File: src/rtl/ultrasonic_echo_meter_if.sv
// Measurement result bus from ultrasonic_echo_meter to its consumer (buzzer_control).
// Latency: none (wires only); backpressure: none, the consumer must take each valid strobe.
interface ultrasonic_echo_meter_if;
  logic [23:0] value;
  logic        valid;
  logic        timeout;

  modport master (output value, output valid, output timeout);
  modport slave  (input  value, input  valid, input  timeout);
endinterface

File: src/rtl/ultrasonic_echo_meter.sv
// Periodic ultrasonic trigger plus echo-width timer; optional median-of-3 filter under ECHO_MEDIAN3_EN.
// Latency: echo-to-FSM is 2 cycles, result strobe 1 cycle after completion (+1 with median); no backpressure.
module ultrasonic_echo_meter #(
  parameter int TRIG_CYCLES    = 500,
  parameter int TIMEOUT_CYCLES = 1250000,
  parameter int PERIOD_CYCLES  = 3000000
) (
  input  logic                      clk,
  input  logic                      rst_n,
  input  logic                      en,
  input  logic                      echo,
  output logic                      trig,
  output logic                      busy,
  ultrasonic_echo_meter_if.master   res
);

  localparam int          PW         = $clog2(PERIOD_CYCLES + 1);
  localparam logic [23:0] TRIG_LAST  = 24'(TRIG_CYCLES - 1);
  localparam logic [23:0] WAIT_LAST  = 24'(TIMEOUT_CYCLES - 1);
  localparam logic [23:0] MEAS_SAT   = 24'(TIMEOUT_CYCLES);
  localparam logic [PW-1:0] PER_LAST = PW'(PERIOD_CYCLES - 1);

  typedef enum logic [2:0] {
    IDLE      = 3'd0,
    TRIG      = 3'd1,
    WAIT_RISE = 3'd2,
    MEASURE   = 3'd3,
    HOLDOFF   = 3'd4
  } state_t;

  state_t        state_q, state_d;
  logic [23:0]   cnt_q, cnt_d;
  logic [PW-1:0] pcnt_q;
  logic          pcnt_clr;
  logic          echo_m, echo_s;

  logic          raw_vld;
  logic          raw_to;
  logic [23:0]   raw_val;

  logic [23:0]   value_q;
  logic          valid_q;
  logic          timeout_q;

  always_ff @(posedge clk or negedge rst_n) begin
    if (!rst_n) begin
      echo_m <= 1'b0;
      echo_s <= 1'b0;
    end else begin
      echo_m <= echo;
      echo_s <= echo_m;
    end
  end

  always_ff @(posedge clk or negedge rst_n) begin
    if (!rst_n) begin
      state_q <= IDLE;
      cnt_q   <= '0;
    end else begin
      state_q <= state_d;
      cnt_q   <= cnt_d;
    end
  end

  // One shared counter: trigger width, rise wait, then echo width.
  always_comb begin
    state_d  = state_q;
    cnt_d    = cnt_q;
    pcnt_clr = 1'b0;
    raw_vld  = 1'b0;
    raw_to   = 1'b0;
    raw_val  = '0;
    case (state_q)
      IDLE: begin
        if (en) begin
          state_d  = TRIG;
          cnt_d    = '0;
          pcnt_clr = 1'b1;
        end
      end
      TRIG: begin
        if (cnt_q == TRIG_LAST) begin
          state_d = WAIT_RISE;
          cnt_d   = '0;
        end else begin
          cnt_d = cnt_q + 24'd1;
        end
      end
      WAIT_RISE: begin
        if (echo_s) begin
          state_d = MEASURE;
          cnt_d   = 24'd1;
        end else if (cnt_q == WAIT_LAST) begin
          state_d = HOLDOFF;
          cnt_d   = '0;
          raw_vld = 1'b1;
          raw_to  = 1'b1;
        end else begin
          cnt_d = cnt_q + 24'd1;
        end
      end
      MEASURE: begin
        if (!echo_s) begin
          state_d = HOLDOFF;
          cnt_d   = '0;
          raw_vld = 1'b1;
          raw_val = cnt_q;
        end else if (cnt_q == MEAS_SAT) begin
          state_d = HOLDOFF;
          cnt_d   = '0;
          raw_vld = 1'b1;
          raw_to  = 1'b1;
          raw_val = MEAS_SAT;
        end else begin
          cnt_d = cnt_q + 24'd1;
        end
      end
      HOLDOFF: begin
        // A late-falling echo defers the next trigger past the period.
        if (!echo_s && (pcnt_q == PER_LAST)) begin
          cnt_d = '0;
          if (en) begin
            state_d  = TRIG;
            pcnt_clr = 1'b1;
          end else begin
            state_d = IDLE;
          end
        end
      end
      default: begin
        state_d = IDLE;
        cnt_d   = '0;
      end
    endcase
  end

  always_ff @(posedge clk or negedge rst_n) begin
    if (!rst_n) begin
      pcnt_q <= '0;
    end else if (pcnt_clr) begin
      pcnt_q <= '0;
    end else if (pcnt_q != PER_LAST) begin
      pcnt_q <= pcnt_q + PW'(1);
    end
  end

  assign trig = (state_q == TRIG);
  assign busy = (state_q == TRIG) || (state_q == WAIT_RISE) || (state_q == MEASURE);

`ifdef ECHO_MEDIAN3_EN
  logic [23:0] hist0, hist1, hist2;
  logic [1:0]  nres;
  logic        pend;
  logic        pend_to;

  function automatic logic [23:0] med3(input logic [23:0] a, input logic [23:0] b,
                                       input logic [23:0] c);
    logic [23:0] lo, hi, mid;
    lo  = (a < b) ? a : b;
    hi  = (a < b) ? b : a;
    mid = (hi < c) ? hi : c;
    return (lo > mid) ? lo : mid;
  endfunction

  always_ff @(posedge clk or negedge rst_n) begin
    if (!rst_n) begin
      hist0   <= '0;
      hist1   <= '0;
      hist2   <= '0;
      nres    <= 2'd0;
      pend    <= 1'b0;
      pend_to <= 1'b0;
    end else begin
      pend <= raw_vld;
      if (raw_vld) begin
        hist0   <= raw_val;
        hist1   <= hist0;
        hist2   <= hist1;
        pend_to <= raw_to;
        if (nres != 2'd3) nres <= nres + 2'd1;
      end
    end
  end

  // Until three results exist, the newest one passes through unfiltered.
  always_ff @(posedge clk or negedge rst_n) begin
    if (!rst_n) begin
      value_q   <= '0;
      valid_q   <= 1'b0;
      timeout_q <= 1'b0;
    end else begin
      valid_q <= pend;
      if (pend) begin
        value_q   <= (nres == 2'd3) ? med3(hist0, hist1, hist2) : hist0;
        timeout_q <= pend_to;
      end
    end
  end
`else
  always_ff @(posedge clk or negedge rst_n) begin
    if (!rst_n) begin
      value_q   <= '0;
      valid_q   <= 1'b0;
      timeout_q <= 1'b0;
    end else begin
      valid_q <= raw_vld;
      if (raw_vld) begin
        value_q   <= raw_val;
        timeout_q <= raw_to;
      end
    end
  end
`endif

  assign res.value   = value_q;
  assign res.valid   = valid_q;
  assign res.timeout = timeout_q;

endmodule
File: src/flat_wrapper.sv
// flat-port wrapper written by rule: the top's interface ports become plain ports
module ultrasonic_echo_meter_flat 
#(
  parameter int TRIG_CYCLES    = 500,
  parameter int TIMEOUT_CYCLES = 1250000,
  parameter int PERIOD_CYCLES  = 3000000
)
  (clk, rst_n, en, echo, trig, busy, res_value, res_valid, res_timeout);
  ultrasonic_echo_meter_if res_i ();
  input  logic clk;
  input  logic rst_n;
  input  logic en;
  input  logic echo;
  output logic trig;
  output logic busy;
  output wire logic [$bits(res_i.value)-1:0] res_value;
  output wire logic [$bits(res_i.valid)-1:0] res_valid;
  output wire logic [$bits(res_i.timeout)-1:0] res_timeout;
  assign res_value = res_i.value;
  assign res_valid = res_i.valid;
  assign res_timeout = res_i.timeout;
  ultrasonic_echo_meter #(.TRIG_CYCLES(TRIG_CYCLES), .TIMEOUT_CYCLES(TIMEOUT_CYCLES), .PERIOD_CYCLES(PERIOD_CYCLES)) u_core (.clk(clk), .rst_n(rst_n), .en(en), .echo(echo), .trig(trig), .busy(busy), .res(res_i));
endmodule
File: config.mk
export PLATFORM = sky130hd
export DESIGN_NAME = ultrasonic_echo_meter_flat
export DESIGN_NICKNAME = d
export VERILOG_FILES = /design/src/rtl/ultrasonic_echo_meter_if.sv /design/src/rtl/ultrasonic_echo_meter.sv /design/src/flat_wrapper.sv
export SDC_FILE = /design/constraint.sdc
export NUM_CORES = 1
export LEC_CHECK = 0
export ABC_AREA = 0
export BUFFER_PORTS_ARGS = -buffer_cell sky130_fd_sc_hd__buf_2
export CORE_MARGIN = 2
export CORE_UTILIZATION = 51
export CTS_CLUSTER_DIAMETER = 40
export DETAILED_ROUTE_END_ITERATION = 6
export PLACE_DENSITY = 0.74
export SETUP_SLACK_MARGIN = 0.1
export SLEW_MARGIN = 20
export SYNTH_ARGS = -nofsm -noshare
export SYNTH_HDL_FRONTEND = slang
export SYNTH_SLANG_ARGS = --single-unit
export TNS_END_PERCENT = 20
File: constraint.sdc
create_clock -name clk -period 7.3 [get_ports clk]
set_input_delay 1.46 -clock clk [delete_from_list [all_inputs] [get_ports clk]]
set_output_delay 1.46 -clock clk [all_outputs]
set_load 0.02 [all_outputs]
; Word-level counts from Yosys, hierarchy flattened
; Index checks and enable logic that the tools add are counted.
[op_classes]
muxes = 32
n_addsub = 2
reduce_logical = 8
n_eq_ne = 14
[op_table]
columns = cell, count
row1 = 24-bit two-way mux, 9
row2 = 24-bit case mux with 5 select lines, 1
row3 = "24-bit by 21-bit equality test with 1-bit output, second input constant", 2
row4 = 22-bit two-way mux, 2
row5 = "24-bit by 1-bit adder with 24-bit output, second input constant", 1
row6 = "24-bit by 9-bit equality test with 1-bit output, second input constant", 1
row7 = "22-bit by 1-bit adder with 22-bit output, second input constant", 1
row8 = "22-bit equality test, second input constant", 1
row9 = "22-bit inequality test, second input constant", 1
row10 = 21-bit two-way mux, 1
row11 = 3-bit two-way mux, 7
row12 = 3-bit case mux with 5 select lines, 1
row13 = 1-bit two-way mux, 8
row14 = "3-bit by 2-bit equality test with 1-bit output, second input constant", 2
row15 = 1-bit case mux with 2 select lines, 3
row16 = 5-bit AND reduction, 1
row17 = "2-bit by 1-bit inequality test with 1-bit output, second input constant", 2
row18 = "3-bit by 1-bit equality test with 1-bit output, second input constant", 1
row19 = "3-bit equality test, second input constant", 1
row20 = 3-bit zero test, 1
row21 = "3-bit by 1-bit inequality test with 1-bit output, second input constant", 1
row22 = "3-bit inequality test, second input constant", 1
row23 = 1-bit logical OR, 2
row24 = "2-bit inequality test, second input constant", 1
row25 = other kinds (4), 4
[totals]
word_cells = 64
regBits = 77

; Logic depth before layout (Yosys ltp)
[logic_depth]
word_depth = 5
ltp_mapped = 10
depth_no_buf = 8

; Worst setup path before layout
; No wires, ideal clock.
[synth_path]
kind = reg2reg
startpoint = reg u_core.pcnt_q[20]
endpoint = reg u_core.cnt_q[20]
required_time_ps = 7217
setup_time_ps = 83
slack_ps = 4608
synth_period_minus_slack_ps = 2692
t_arrival_ps = 2609
n_path_buf = 2
stages_incl_launch_ff = 9
path_cell_list = dfrtp_1 > nand4bb_1 > or4_1 > or4_1 > buf_6 > o311a_4 > buf_6 > or4_1 > o21ai_0
[synth_via]
elab_chain_cells = 4
[synth_lines]
columns = element, line_no
row1 = "start, declared", ultrasonic_echo_meter.sv:33  ; logic [PW-1:0] pcnt_q;
row2 = "start signal, assigned", ultrasonic_echo_meter.sv:143  ; pcnt_q <= pcnt_q + PW'(1);
row3 = 22-bit equality test, ultrasonic_echo_meter.sv:120  ; if (!echo_s && (pcnt_q == PER_LAST)) begin
row4 = 1-bit logical AND, ultrasonic_echo_meter.sv:120
row5 = 2-bit by 1-bit inequality test with 1-bit output (no line), n/a
row6 = 2-bit AND reduction (no line), n/a
row7 = "end signal, assigned", ultrasonic_echo_meter.sv:61  ; cnt_q <= cnt_d;
row8 = "end, declared", ultrasonic_echo_meter.sv:32  ; logic [23:0] cnt_q, cnt_d;
; No other way between the ends.
; A chain may end at the register's enable or synchronous reset.

; Worst setup path after layout
[layout_path]
startpoint = reg u_core.cnt_q[15]
endpoint = reg u_core.cnt_q[18]
[layout_via]
elab_chain_cells = 4
word_cells_on_any_way = 10
classes_between = 1 x add/sub / 3 x eq/ne / 6 x mux
[layout_lines]
columns = element, line_no
row1 = 24-bit by 1-bit adder with 24-bit output (tied with other cells), "ultrasonic_echo_meter.sv:86, ultrasonic_echo_meter.sv:99, ultrasonic_echo_meter.sv:115"
row2 = 24-bit two-way mux (on tied branches), "ultrasonic_echo_meter.sv:108, ultrasonic_echo_meter.sv:93"
row3 = 24-bit two-way mux (on tied branches), "ultrasonic_echo_meter.sv:103, ultrasonic_echo_meter.sv:90"
row4 = 24-bit case mux with 5 select lines *, ultrasonic_echo_meter.sv:73  ; case (state_q)
; Mark *: on every way between the ends. The rest lies on a longest branch, timed or not.

==> flow_metrics.env <==
export IMPL_outcome="completed"
export IMPL_start_util_pct=51.9
export IMPL_yosysMostFrequentCell="dfrtp_1"
export IMPL_gr_usage_met2_pct=34.7
export IMPL_drtAntennaViolNets=0
export IMPL_row_count=31
export IMPL_remaining_drc_errors=0
export IMPL_ys_seq_area_share_pct=52.1
export IMPL_die_x_um=89.2
export IMPL_cts_buffer_depth=2
export IMPL_clkSlewWorstSetupHoldPaths_ns=0.09
export IMPL_dp_hpwl_mm=5.55
export IMPL_vias_per_cell=5.91
export IMPL_crit_family="simple AND/OR/NAND/NOR gates"
export IMPL_synth_edf_count=0
export IMPL_max_stage_delay_ns=0.76
export IMPL_gr_max_usage_layer="met2"
export IMPL_min_path_type="reg -> reg"
export IMPL_dr_total_vias=2961
export IMPL_grt_max_degree=78
export IMPL_path_cells="nor4_1, nand4_1, o41ai_1, nand3_1, nor2_1, o21ai_0"
export IMPL_portBuffers=31
export IMPL_cts_tree="done"
export IMPL_grt_pass1_wl_mm=13.5
export IMPL_numCtsBuffers=9
export IMPL_synthArstFlopShare_pct=100
export IMPL_fin_crit_sh_pct=46.7
export IMPL_antenna_found_initial=0
export IMPL_clkLatencyLatePin_ns=0.35
export IMPL_fin_setup_tns_ns=0
export IMPL_yosys_top_cells_area="dfrtp_1 52%, a22o_1 4.0%, nor2_1 3.9%, nand3_1 3.2%, nand2_1 2.8%"
export IMPL_placedCellCount=485
export IMPL_netlist_instances=375
export IMPL_synth_seq_cells=77
export IMPL_syn_area_per_cell_um2=9.87
export IMPL_seq_power_share_pct=43.2
export IMPL_cp_start_kind="flip-flop"
export IMPL_irDropWorstVdd_mv=0.129
export IMPL_fillers=646
export IMPL_cts_max_level=3
export IMPL_dr_first_iter_drc_count=199
export IMPL_dieArea_um2=7950
export IMPL_period_needed_ns=3.41
export IMPL_layout_drive_gt1_share_pct=12.4
export IMPL_nNetsFinal=404
export IMPL_crit_buf_inv=0
export IMPL_antennaDiodeCount=0
export IMPL_drv_slew=0
export IMPL_grt_util_all_layers_pct=22.0
export IMPL_cts_resized=0
export IMPL_ctsHoldBuffers=0
export IMPL_pin_count=32
export IMPL_pwr_share_comb_pct=28.8
export IMPL_max_cap_viol_count=0
export IMPL_cts_sinks=77
export IMPL_use_met1_pct=30.4
export IMPL_intPower_uw=750
export IMPL_use_met3_pct=3.97
export IMPL_synth_top_cell_area_share_pct=52.1
export IMPL_synth_flop_cell="dfrtp_1"
export IMPL_critical_path_class="reg -> reg"
export IMPL_clockPowerShare_pct=28.0
export IMPL_slew_limit_headroom_pct=36.9
export IMPL_overflow=0
export IMPL_power_density_nw_per_um2=291
export IMPL_grt_setup_unrepaired="no"
export IMPL_cts_root_buffer="clkbuf_8"
export IMPL_synth_distinct_cells=43
export IMPL_finClkSkew_ns=0.00931
export IMPL_tightest_slew_ns=0.946
export IMPL_drt_pass1_iter_count=4
export IMPL_switching_power_uw=445
export IMPL_die_h_um=89.2
export IMPL_post_cts_setup_buffer_count=0
export IMPL_area_delta_synth_final_pct=11.0
export IMPL_timing_fmax_mhz=294
export IMPL_endpoint_kind="flip-flop"
export IMPL_synth_common_cells="77 x dfrtp_1, 38 x nor2_1, 28 x nand2_1"
export IMPL_grt_pass1_vias=2817
export IMPL_fin_cells=501
export IMPL_place_congestion=0.869
export IMPL_syn_num_nets=382
export IMPL_totalWireLength_mm=8.21
export IMPL_required_ns=7.50
export IMPL_cp_arrival_ns=3.60
export IMPL_wl_per_cell_um=16.4
export IMPL_setup_violations_final=0
export IMPL_core_area_um2=7140
export IMPL_path_max_fanout=14
export IMPL_yosys_warnings=0
export IMPL_crit_slowest_cell="nor2_1"
export IMPL_p_leak_nw=1.91
export IMPL_netlist_area_um2=3700
export IMPL_finalHoldViolCount=0
export IMPL_swShare_pct=37.2
export IMPL_synth_top_area_cell="dfrtp_1"
[cell usage in the layout (no fill, tap or decap), drive strengths merged, types with 4 or more instances in the layout]
cell type,n
a21o,7
a21oi,9
a221o,8
a22o,17
and2,5
and3,9
and4,5
buf,32
clkbuf,10
dfrtp,77
inv,16
mux2i,4
nand2,28
nand3,24
nand4,11
nor2,38
nor3,10
nor4,4
o21ai,26
or3,10
or4,4
xnor2,7
xor2,11
[per-layer routing]
metal  vias to the layer above  share of wire (%)
met3                         6                4.3
met1                      1479                 45
li1                       1414                  -
met4                         0               0.76
met5                         -                  0
met2                        62                 49
[worst paths after layout]
kind                                         startpoint                           end  slack (ns)  cells past startpoint
setup / recovery           u_core.cnt_q[15]$_DFFE_PN0P_  u_core.cnt_q[18]$_DFFE_PN0P_        3.89                      6
hold / removal                  u_core.echo_m$_DFF_PN0_       u_core.echo_s$_DFF_PN0_        0.36                      0
setup reg to reg           u_core.cnt_q[15]$_DFFE_PN0P_  u_core.cnt_q[18]$_DFFE_PN0P_        3.89                      6
hold reg to reg                 u_core.echo_m$_DFF_PN0_       u_core.echo_s$_DFF_PN0_        0.36                      0
max in group asynchronous                         rst_n  u_core.cnt_q[15]$_DFFE_PN0P_        5.44                      1
min in group asynchronous                         rst_n  u_core.pcnt_q[3]$_DFFE_PN0P_        1.24                      1
[cell families (layout without fill, tap and decap cells)]
| group | Yosys count | count (layout) | share of synthesized area, % |
|---|---|---|---|
| adders and majority gates | 3 | 3 | 1.01 |
| buffers and inverters | 35 | 62 | 3.99 |
| and+or+nand+nor | 156 | 156 | 21.8 |
| muxes | 4 | 4 | 1.08 |
| DFF | 77 | 77 | 52.1 |
| AOI/OAI and AO/OA | 82 | 82 | 15.8 |
| xor gates and xnor gates | 18 | 18 | 4.26 |
[flip-flops by register name, summed over array words and instances (netlist names)]
signal              flops
u_core.cnt_q           24
u_core.res.timeout      1
u_core.res.valid        1
u_core.pcnt_q          22
u_core.echo_m           1
u_core.res.value       24
u_core.echo_s           1
u_core.state_q          3
[power groups by stage]
stage                     clock network, mW  registers (mW)  logic, mW
after global placement                    0           0.522      0.336
after floorplan                           0           0.523      0.258
after CTS                             0.342           0.516      0.345
after detailed placement                  0           0.525      0.344
final                                 0.335           0.516      0.344
after global routing                  0.360           0.525      0.387
[cell type report]
class	count	area, um^2	share of cell area [%]
Sequential cell	77	1930	46.9
Tap cell	99	124	3.02
Clock buffer	10	138	3.35
Multi-Input combinational cell	263	1630	39.7
Timing Repair Buffer	32	165	4.02
Clock inverter	6	70.1	1.71
Inverter	14	52.6	1.28
[through the flow]
stage          area (um^2)  hold WS [ns]  setup slack, ns  utilization (%)  power [mW]
2_1_floorplan         3700         0.331             4.61                -       0.781
3_3_place_gp          3900         0.337             4.07             54.6       0.858
3_5_place_dp          3900         0.342             3.97             54.6       0.868
4_1_cts               4110         0.362             3.95             57.6        1.20
5_1_grt               4110         0.375             3.46             57.6        1.27
6_report              4110         0.361             3.89             57.6        1.20
[worst reg2reg max path, cell delays in order (launching register included)]
cell and delay, ns:
dfrtp_1 0.44, nor4_1 0.44, nand4_1 0.25, o41ai_1 0.59
nand3_1 0.56, nor2_1 0.77, o21ai_0 0.22
(Power assumes the default switching activity.)
